### src/rtl/mem_access_stage.sv
// MEM pipeline stage: passes ALU results through and runs loads/stores against a
// variable-latency req/ack data memory, stalling upstream and aborting hung accesses.
module mem_access_stage #(
  parameter int DATA_W  = 16,
  parameter int RD_W    = 3,
  parameter int TIMEOUT = 15
) (
  input  logic              CLK,
  input  logic              Reset,
  input  logic              ExValid,
  input  logic              ExRegWrite,
  input  logic              ExRegStore,
  input  logic              ExMemWrite,
  input  logic [DATA_W-1:0] ExALUResult,
  input  logic [DATA_W-1:0] ExStoreData,
  input  logic [RD_W-1:0]   ExRd,
  output logic              MemReq,
  output logic              MemWE,
  output logic [DATA_W-1:0] MemAddr,
  output logic [DATA_W-1:0] MemWData,
  input  logic [DATA_W-1:0] MemRData,
  input  logic              MemAck,
  output logic              MemStall,
  output logic              MemErr,
  output logic              WBEnable,
  output logic              ORegWrite,
  output logic              ORegStore,
  output logic [DATA_W-1:0] OALUResult,
  output logic [DATA_W-1:0] OStoreMem,
  output logic [RD_W-1:0]   ORd
);

  localparam int CNT_W = $clog2(TIMEOUT + 1);
  localparam logic [CNT_W-1:0] CNT_LAST = CNT_W'(TIMEOUT - 1);

  typedef enum logic [1:0] {IDLE, BUSY, DONE, ERR} state_t;

  state_t              state;
  logic                regwrite_p1;
  logic                regstore_p1;
  logic                memwrite_p1;
  logic [DATA_W-1:0]   addr_p1;
  logic [DATA_W-1:0]   wdata_p1;
  logic [RD_W-1:0]     rd_p1;
  logic [DATA_W-1:0]   ldata_p2;
  logic [CNT_W-1:0]    cnt;
  logic                memop;

  assign memop = ExValid & (ExRegStore | ExMemWrite);

  // Stage 1: accept the memory op and hold it while the access is in flight
  always_ff @(posedge CLK) begin
    if (!Reset) begin
      state       <= IDLE;
      regwrite_p1 <= 1'b0;
      regstore_p1 <= 1'b0;
      memwrite_p1 <= 1'b0;
      addr_p1     <= '0;
      wdata_p1    <= '0;
      rd_p1       <= '0;
      ldata_p2    <= '0;
      cnt         <= '0;
      MemErr      <= 1'b0;
    end else begin
      case (state)
        IDLE: begin
          if (memop) begin
            regwrite_p1 <= ExRegWrite;
            regstore_p1 <= ExRegStore;
            memwrite_p1 <= ExMemWrite;
            addr_p1     <= ExALUResult;
            wdata_p1    <= ExStoreData;
            rd_p1       <= ExRd;
            cnt         <= '0;
            state       <= BUSY;
          end
        end
        // Stage 2: wait for ack; an ack on the last allowed cycle still completes
        BUSY: begin
          if (MemAck) begin
            if (!memwrite_p1) ldata_p2 <= MemRData;
            state <= DONE;
          end else if (cnt == CNT_LAST) begin
            MemErr <= 1'b1;
            state  <= ERR;
          end else begin
            cnt <= cnt + CNT_W'(1);
          end
        end
        DONE:    state <= IDLE;
        ERR:     state <= IDLE;
        default: state <= IDLE;
      endcase
    end
  end

  // Stage 3: output decode toward MEM_WB, purely from registered state and EX_MEM inputs
  always_comb begin
    MemReq     = 1'b0;
    MemWE      = 1'b0;
    MemAddr    = '0;
    MemWData   = '0;
    MemStall   = 1'b0;
    WBEnable   = 1'b0;
    ORegWrite  = 1'b0;
    ORegStore  = 1'b0;
    OALUResult = '0;
    OStoreMem  = '0;
    ORd        = '0;
    case (state)
      IDLE: begin
        if (memop) begin
          MemStall = 1'b1;
        end else if (ExValid) begin
          WBEnable   = 1'b1;
          ORegWrite  = ExRegWrite;
          ORegStore  = ExRegStore;
          OALUResult = ExALUResult;
          ORd        = ExRd;
        end
      end
      BUSY: begin
        MemReq   = 1'b1;
        MemWE    = memwrite_p1;
        MemAddr  = addr_p1;
        MemWData = wdata_p1;
        MemStall = 1'b1;
      end
      DONE: begin
        WBEnable   = 1'b1;
        ORegWrite  = regwrite_p1;
        ORegStore  = regstore_p1;
        OALUResult = addr_p1;
        ORd        = rd_p1;
        OStoreMem  = memwrite_p1 ? '0 : ldata_p2;
      end
      default: ;
    endcase
    // Reset held low abandons any access immediately, without waiting for the edge
    if (!Reset) begin
      MemReq   = 1'b0;
      MemStall = 1'b0;
      WBEnable = 1'b0;
    end
  end

endmodule

### config.mk
export PLATFORM = sky130hd
export DESIGN_NAME = mem_access_stage
export DESIGN_NICKNAME = d
export VERILOG_FILES = /design/src/rtl/mem_access_stage.sv
export SDC_FILE = /design/constraint.sdc
export NUM_CORES = 1
export LEC_CHECK = 0
export CAP_MARGIN = 0
export CORE_UTILIZATION = 32
export CTS_CLUSTER_DIAMETER = 120
export DETAILED_ROUTE_END_ITERATION = 10
export GPL_TIMING_DRIVEN = 0
export SLEW_MARGIN = 30
export SYNTH_ARGS = -nofsm -noshare
export SYNTH_HDL_FRONTEND = slang
export SYNTH_SLANG_ARGS = --single-unit
### constraint.sdc
create_clock -name CLK -period 2.4 [get_ports CLK]
set_input_delay 0.48 -clock CLK [delete_from_list [all_inputs] [get_ports CLK]]
set_output_delay 0.48 -clock CLK [all_outputs]
set_load 0.01 [all_outputs]
; Word level (Yosys, flattened, before mapping)
; Index checks and enable logic that the tools add are counted.
[totals]
reg_bits = 61
latch_bits = 0
mem_bits_rw = 0
mem_bits_ro = 0
input_bits = 58
output_inout_bits = 74
word_cells = 65
memories = 0
[op_classes]
add_sub_neg = 1
n_mul = 0
div = 0
n_lt_le_gt_ge = 0
eq_ne = 8
n_shift = 0
n_mux = 34
n_bitwise = 4
reduce_logical = 8
[ops]
columns = operator, n
row1 = $mux 16, 6
row2 = $pmux 16 s2, 1
row3 = $mux 1, 12
row4 = $mux 4, 3
row5 = $pmux 1 s2, 4
row6 = $pmux 4 s2, 1
row7 = $mux 2, 3
row8 = $mux 3, 2
row9 = $ne 2x2->1 const B, 3
row10 = $pmux 2 s3, 1
row11 = $pmux 3 s2, 1
row12 = $reduce_and 3->1, 2
row13 = $add 4x1->4 const B, 1
row14 = $eq 2x2->1 const B, 2
row15 = $eq 4x4->1 const B, 1
row16 = $reduce_and 2->1, 2
row17 = $reduce_and 4->1, 1
row18 = $ne 3x3->1 const B, 1
row19 = $eq 2x1->1 const B, 1
row20 = $logic_not 2->1, 1
row21 = $not 1->1, 2
row22 = $reduce_bool 2->1, 1
row23 = $reduce_or 2->1, 1
row24 = $and 1x1->1, 1
row25 = $or 1x1->1, 1

; Depth between registers and ports, before layout
; Gate-level depths: netlist (run 1).
[depth]
ltp_word = 5
mapped_depth = 6
ltp_nobuf = 5

; Worst setup path after synthesis (run 1)
; OpenSTA, ideal clock, no wires.
[synth_path]
path_type = input port to output port
from = in ExRegStore
to = out MemStall
arrival_time_ns = 1.306
required_time_ns = 1.920
path_slack_ns = 0.614
path_stages = 5
path_buffers = 2
cell_sequence = or2_0 buf_2 buf_2 a21oi_1 nor2_1
[synth_between]
elab_chain_cells = 5
[synth_lines]
columns = element, line
row1 = "start, declared", 12  ; input logic ExRegStore,
row2 = $or 1x1->1, 49  ; assign memop = ExValid & (ExRegStore | ExMemWrite);
row3 = $and 1x1->1, 49
row4 = $mux 1, 112  ; if (memop) begin
row5 = $pmux 1 s2, 110  ; case (state)
row6 = $mux 1, 140  ; if (!Reset) begin
row7 = "end, declared", 23  ; output logic MemStall,
; No other way between the ends.

; Worst setup path after layout (run 1)
[layout_path]
from = reg state[1]
to = out ORegStore
[layout_between]
elab_chain_cells = 2
word_cells_on_any_way = 3
classes_between = eq/ne (1) / mux (1) / reduce/logical (1)
[layout_lines]
columns = element, line
row1 = "start, declared", 38  ; state_t state;
row2 = "start signal, assigned", 54  ; state <= IDLE;
row3 = "start signal, assigned", 75  ; state <= BUSY;
row4 = "start signal, assigned", 82  ; state <= DONE;
row5 = $eq 2x2->1 or $logic_not 2->1 (tied branches), 110
row6 = $pmux 1 s2 *, 110
row7 = "end, declared", 27  ; output logic ORegStore,
; Mark *: on every way between the ends. The rest lies on a longest branch, timed or not.

==> results.ini, run 1 <==
[placement]
port_buffers = 131
pre_cts_slack_ps = -679
placed_area_sq_um = 4440
routabilityCongestion = 0.849
hpwl_microns = 7090

[sta]
fmax_mhz = 430
min_period_over_period_pct = 96.9
rsz0062_at_grt = no
relSlewSlack_pct = 62.1
drv_slew = 0
setup_ws_ps = 75.3
finalCriticalPeriod_ps = 2320
final_hold_viol_count = 0
finClkSkew_ps = 10.3
setup-violations-final = 0
setup_tns_ps = 0
worst_slew_pin_slew_ps = 569

[synth]
ys_ff_latch = 61
synth.top_cell.area_share_pct = 40.8
avgSynthCellArea_sq_um = 7.96
ys_types = 35
syn_inst = 376
syn_area_sq_um = 2990
syn_nets = 436
seq_area_frac_synth_pct = 40.8
yosysWarningCount = 0
synth_area_leaders = dfxtp_1 41%, and2_1 11%, a21oi_1 9.9%
yosysTopAreaCell = dfxtp_1

[detailed_routing]
drtAntennaViolNets = 0
drtPass1Iterations = 4
vias = 3231
post-route-drc-count = 0
drt_iter0_markers = 117
wl_per_cell_microns = 15.5
viasPerCell = 5.06
routed_wl_microns = 9890

[global_route]
grt_max_degree = 20
grt_usage_pct = 20.5
grt_overflow_total = 0
grt_antenna_before_repair = 0
grt_pass1_wl_microns = 15700
grt_pass1_vias = 3210

[final_layout]
antenna_cells = 0
final_area_sq_um = 4710
drive_gt1_share_pct = 11.9
syn_to_final_growth_pct = 57.5
final_nets = 586
final_common_cell = dlygate4sd2_1
final_cell_mix = 71 x dlygate4sd2_1, 60 x dfxtp_1, 59 x a21oi_1

[floorplanning]
design.die.area_sq_um = 9750
core_sq_um = 8890
die_y_microns = 98.7
die_w_microns = 98.7
rows = 34
initial_core_util_pct = 33.7
io_pins = 132

[power]
vdd_drop_max_uv = 226
power_density_nw_per_um2 = 501
leakage_uw = 0.00211

[outcome]
status = finished, final reports clean

[clock_network]
cts_buffer_depth = 2
clockRootBuffer = clkbuf_8
cts_tree = yes
path_clk_slew_ps = 70
clkLatencyLatePin_ps = 340
cts_sinks = 61
cts_buffers = 9
ctsHtreeMaxLevel = 3

[worst_setup_path]
cp_max_fo = 10
path_cells = buf_6, nor2b_4, buf_6, and2_1, clkdlybuf4s50_1
end_kind = output port
arrival_ps = 1840
crit_path_frequent_cell = buf_6
cp-start-kind = register
crit_path_max_incr_delay_ps = 550
critPathKind = reg2out
crit_buf_inv = 3
critical-path-slowest-cell = clkdlybuf4s50_1
required_ps = 1920
crit_family = buffers and inverters

[min_path]
hold_class = reg2reg

[flow_run]
cap_violations = 0

==> state kept, by name (all words and copies together) (netlist names) <==
signal and flops:
MemErr 1, state 2, cnt 4, addr_p1 16, wdata_p1 16, rd_p1 3, regstore_p1 1, ldata_p2 16
regwrite_p1 1, memwrite_p1 1
==> layout make-up <==
cell class              instances  area, sq um
fillers                       906         4180
multi-input cells             277         1600
repair buffers                141         1310
flip-flops and latches         61         1220
plain buffers                  34          265
clock buffers                  12          155
well taps                     108          135
clock inverters                 4         22.5
inverters                       2         11.3
==> final timing paths <==
kind	start	endpoint	slack [ps]	cells past startpoint
worst max-delay path	state[1]	ORegStore	80	5
worst min-delay path	ldata_p2[8]	ldata_p2[8]	450	2
worst max register to register	state[1]	rd_p1[2]	850	5
worst min register to register	ldata_p2[8]	ldata_p2[8]	450	2
==> worst register-to-register path, stage by stage (launching register included) <==
cell and delay, ps:
dfxtp_1 320, or3b_4 420, buf_4 160, clkbuf_1 220, o21ai_0 210, a21oi_1 90
==> synthesized netlist by cell type, drive strengths merged <==
master,instances
clkbuf,20
o21ai,39
a22o,21
dfxtp,61
a21oi,59
nand2b,2
and2b,2
nor3b,2
nand2,41
or2,1
a211oi,1
nand3,37
or3b,1
o22ai,1
o21a,1
o32ai,2
and4bb,1
nor2,5
ha,2
o31a,1
and3,1
nor2b,1
buf,16
nand4bb,1
o311ai,1
nand3b,2
nor3,1
and2,51
inv,2
==> where the power goes <==
part	switching, uW	internal [uW]	total (uW)	leakage, uW
registers	27.6	1060	1090	0.000498
logic	215	222	437	0.00152
clock network	409	426	835	0.0000921
total	652	1710	2360	0.00211
==> metrics by stage <==
stage	hold WS (ps)	std cells	total power (uW)	util, %
after CTS	452	638	2370	52.8
after global routing	474	639	2460	53.0
after global placement	438	615	1530	49.9
final	450	639	2360	53.0
after detailed placement	443	615	1530	49.9
after floorplan	432	376	1310	-
==> what timing repair did <==
item / in CTS / in global routing
setup buffers: 8 / 1
hold buffers: 0 / 0
cloned: 1 / 0
hold endpoints to repair: 0 / 0
pin swaps: 0 / 0
resized for setup: 109 / 4
endpoints found under the setup margin: 73 / 6
==> kinds of logic after synthesis <==
kind of cell / Yosys count / share of synthesized area [%]
AO/OA/AOI/OAI: 126 / 24.5
adder cells (fa/ha/maj): 2 / 0.836
buffers and inverters: 38 / 6.85
flip-flops: 61 / 40.8
AND/OR/NAND/NOR: 149 / 27.0
==> per-layer routing <==
metal / global-route usage, % / up-vias / part of all wire (%)
met2: 33.7 / 120 / 46
met1: 26.7 / 1492 / 47
li1: - / 1608 / -
met3: 5.60 / 11 / 6.0
met4: 4.71 / 0 / 0.92
met5: 0 / - / 0
(Power assumes the default switching activity.)
==> run 2, diff against run 1 <==
==> constraint.sdc (replaced) <==
create_clock -name CLK -period 2.7 [get_ports CLK]
set_input_delay 0.54 -clock CLK [delete_from_list [all_inputs] [get_ports CLK]]
set_output_delay 0.54 -clock CLK [all_outputs]
set_load 0.01 [all_outputs]
==> run 2 against run 1 <==
  * Largest cell class unchanged
  * Utilization decreased by 0.084 points
  * Highest routed layer unchanged
  * First-iteration DRC count decreased by 27%
  * Largest power group unchanged
  * Sequential share of layout area about the same
  * Non-clock buffer count decreased by 5
==> results.ini, run 2 (synthesis results as in run 1) <==
[outcome]
status = finished, final reports clean

[final_layout]
utilization_pct = 52.9  ; -0.084 points
final_cell_count_no_fill = 634  ; -0.78%
reg.largest.list = addr_p1 (16), ldata_p2 (16), wdata_p1 (16)
drive_gt1_share_pct = 10.8  ; -1.0 points
num-fill-cells = 882  ; -2.6%
syn_to_final_growth_pct = 57.2
regArea_sq_um = 1220  ; -0.10%
antenna_cells = 0  ; unchanged
final_cell_mix = 107 x clkdlybuf4s50_1, 61 x dfxtp_1, 59 x a21oi_1
multiInputGateArea_sq_um = 1590  ; -0.39%
final_common_cell = clkdlybuf4s50_1
final_nets = 581  ; -0.85%

[power]
clockPowerShare_pct = 35.3  ; about the same
pwr-share-seq_pct = 46.4  ; +0.2 points
power_density_nw_per_um2 = 443  ; -12%
combinationalPowerShare_pct = 18.3  ; -0.2 points
leakage_uw = 0.00188  ; -11%
p_int_uw = 1520  ; -11%
power_switching_share_pct = 27.3  ; -0.30 points
switchingPower_uw = 569  ; -13%
vdd_drop_max_uv = 199  ; -12%

[global_route]
grt_usage_pct = 20.2  ; -0.27 points
grt_pass1_wl_microns = 15600  ; -1.1%
grt_max_degree = 20  ; unchanged
grt_overflow_total = 0  ; unchanged
grt_antenna_before_repair = 0  ; unchanged
grt_pass1_vias = 3209  ; -0.031%

[detailed_routing]
vias = 3184  ; -1.5%
post-route-drc-count = 0  ; unchanged
viasPerCell = 5.02  ; -0.68%
drtAntennaViolNets = 0  ; unchanged
drtPass1Iterations = 4  ; unchanged
wl_per_cell_microns = 15.3  ; -0.99%
drt_iter0_markers = 85  ; -27%
routed_wl_microns = 9710  ; -1.8%

[floorplanning]
die_y_microns = 98.7  ; unchanged
rows = 34  ; unchanged
die_w_microns = 98.7  ; unchanged
initial_core_util_pct = 33.7  ; unchanged
core_sq_um = 8890  ; unchanged
io_pins = 132  ; unchanged
design.die.area_sq_um = 9750  ; unchanged

[clock_network]
cts_buffers = 9  ; unchanged
cts_buffer_depth = 2  ; unchanged
path_clk_slew_ps = 60  ; about the same
clkLatencyLatePin_ps = 340  ; about the same
clockRootBuffer = clkbuf_8
hold_buffers = 0  ; unchanged
cts_sinks = 61  ; unchanged
ctsHtreeMaxLevel = 3  ; unchanged
cts_tree = yes

[worst_setup_path]
end_kind = output port
crit_end = OALUResult[3]
r2r-end = rd_p1[2]
ff2ff_setup_slack_ps = 1110  ; +260 ps
critPathKind = in2out
r2r-start = state[0]
cp-start-kind = input pin
setup.worst_path.start = ExValid
r2r_cells = 5  ; unchanged
cp_max_fo = 10  ; unchanged
required_ps = 2160  ; +240 ps
arrival_ps = 2120  ; +280 ps

[placement]
hpwl_microns = 7090  ; unchanged
routabilityCongestion = 0.849  ; unchanged
dpl.cell_count = 615  ; unchanged
pre_cts_slack_ps = -499  ; +180 ps
port_buffers = 131  ; unchanged

[sta]
finClkSkew_ps = 8.31  ; -1.97 ps
worst_slew_pin_slew_ps = 578  ; +8.66 ps
relSlewSlack_pct = 61.5  ; -0.58 points
setup-violations-final = 0  ; unchanged
finalHoldWorstSlack_ps = 450  ; -0.0970 ps
setup_tns_ps = 0  ; unchanged
finalCriticalPeriod_ps = 2660
drv_slew = 0  ; unchanged
final_hold_viol_count = 0  ; unchanged
min_period_over_period_pct = 98.7
fmax_mhz = 375
setup_ws_ps = 35.4  ; -39.9 ps

[min_path]
hold_class = reg2reg
hold_depth = 2  ; unchanged

[flow_run]
cap_violations = 0  ; unchanged

==> run 2: cell count changes in the layout (fill, tap and decap cells not counted), moves of 2 or more <==
cell,delta
buf_4,-2
buf_6,-2
clkdlybuf4s50_1,+51
dlygate4sd2_1,-54
dlymetal6s2s_1,+3
clkbuf_8,-4
==> run 2: power groups by stage <==
stage                     registers [uW]  logic, uW  clock network (uW)
final                                969        381                 737
after global routing                 974        417                 791
after CTS                            969        381                 752
after detailed placement             988        373                   0
after global placement               987        371                   0
after floorplan                      980        185                   0
==> run 2: worst min path at each step <==
| stage | slack [ps] | endpoint | start |
|---|---|---|---|
| floorplan | 430 | ldata_p2[0] | ldata_p2[0] |
| global placement | 440 | ldata_p2[7] | ldata_p2[7] |
| detailed placement | 440 | ldata_p2[4] | ldata_p2[4] |
| CTS | 450 | ldata_p2[4] | ldata_p2[4] |
| global route | 470 | ldata_p2[2] | ldata_p2[2] |
| finish | 450 | ldata_p2[4] | ldata_p2[4] |
==> run 2: repair_timing <==
action	4_1_cts	5_1_grt
pin swaps	0	0
setup endpoints to repair	66	45
setup buffers	3	2
gates resized for setup	42	12
hold endpoints to repair	0	0
==> run 2: routing by layer <==
layer / part of all wire [%] / up-vias / GRT usage (%)
li1: - / 1597 / -
met1: 47 / 1471 / 26.0
met2: 46 / 106 / 33.3
met3: 5.3 / 10 / 5.67
met4: 1.1 / 0 / 5.17
met5: 0 / - / 0
==> run 2: final cells by class <==
class / count / share of cell area (%)
plain buffers: 34 / 4.84
clock buffers: 12 / 3.30
clock inverters: 4 / 0.478
inverters: 2 / 0.239
multi-input cells: 277 / 33.8
flip-flops and latches: 61 / 25.9
well taps: 108 / 2.87
repair buffers: 136 / 28.5
==> run 2: stage by stage <==
step	power (uW)	area, sq um
after floorplan	1170	2990
after global placement	1360	4440
after detailed placement	1360	4440
after CTS	2100	4670
after global routing	2180	4710
final	2090	4710
==> run 2: worst max-delay path, stage by stage <==
cell and delay (ps):
clkdlybuf4s15_2 220, or3b_4 410, nor2_4 110, buf_6 160, a22o_1 150, clkdlybuf4s50_1 530
==> run 3, diff against run 2 <==
--- a/config.mk
+++ b/config.mk
@@ -10,7 +10,7 @@
 export CTS_CLUSTER_DIAMETER = 120
 export DETAILED_ROUTE_END_ITERATION = 10
 export GPL_TIMING_DRIVEN = 0
-export SLEW_MARGIN = 30
+export SLEW_MARGIN = 20
 export SYNTH_ARGS = -nofsm -noshare
 export SYNTH_HDL_FRONTEND = slang
 export SYNTH_SLANG_ARGS = --single-unit
==> results of run 3 <==
No change in the layout: final DEF, timing and power equal those of run 2.
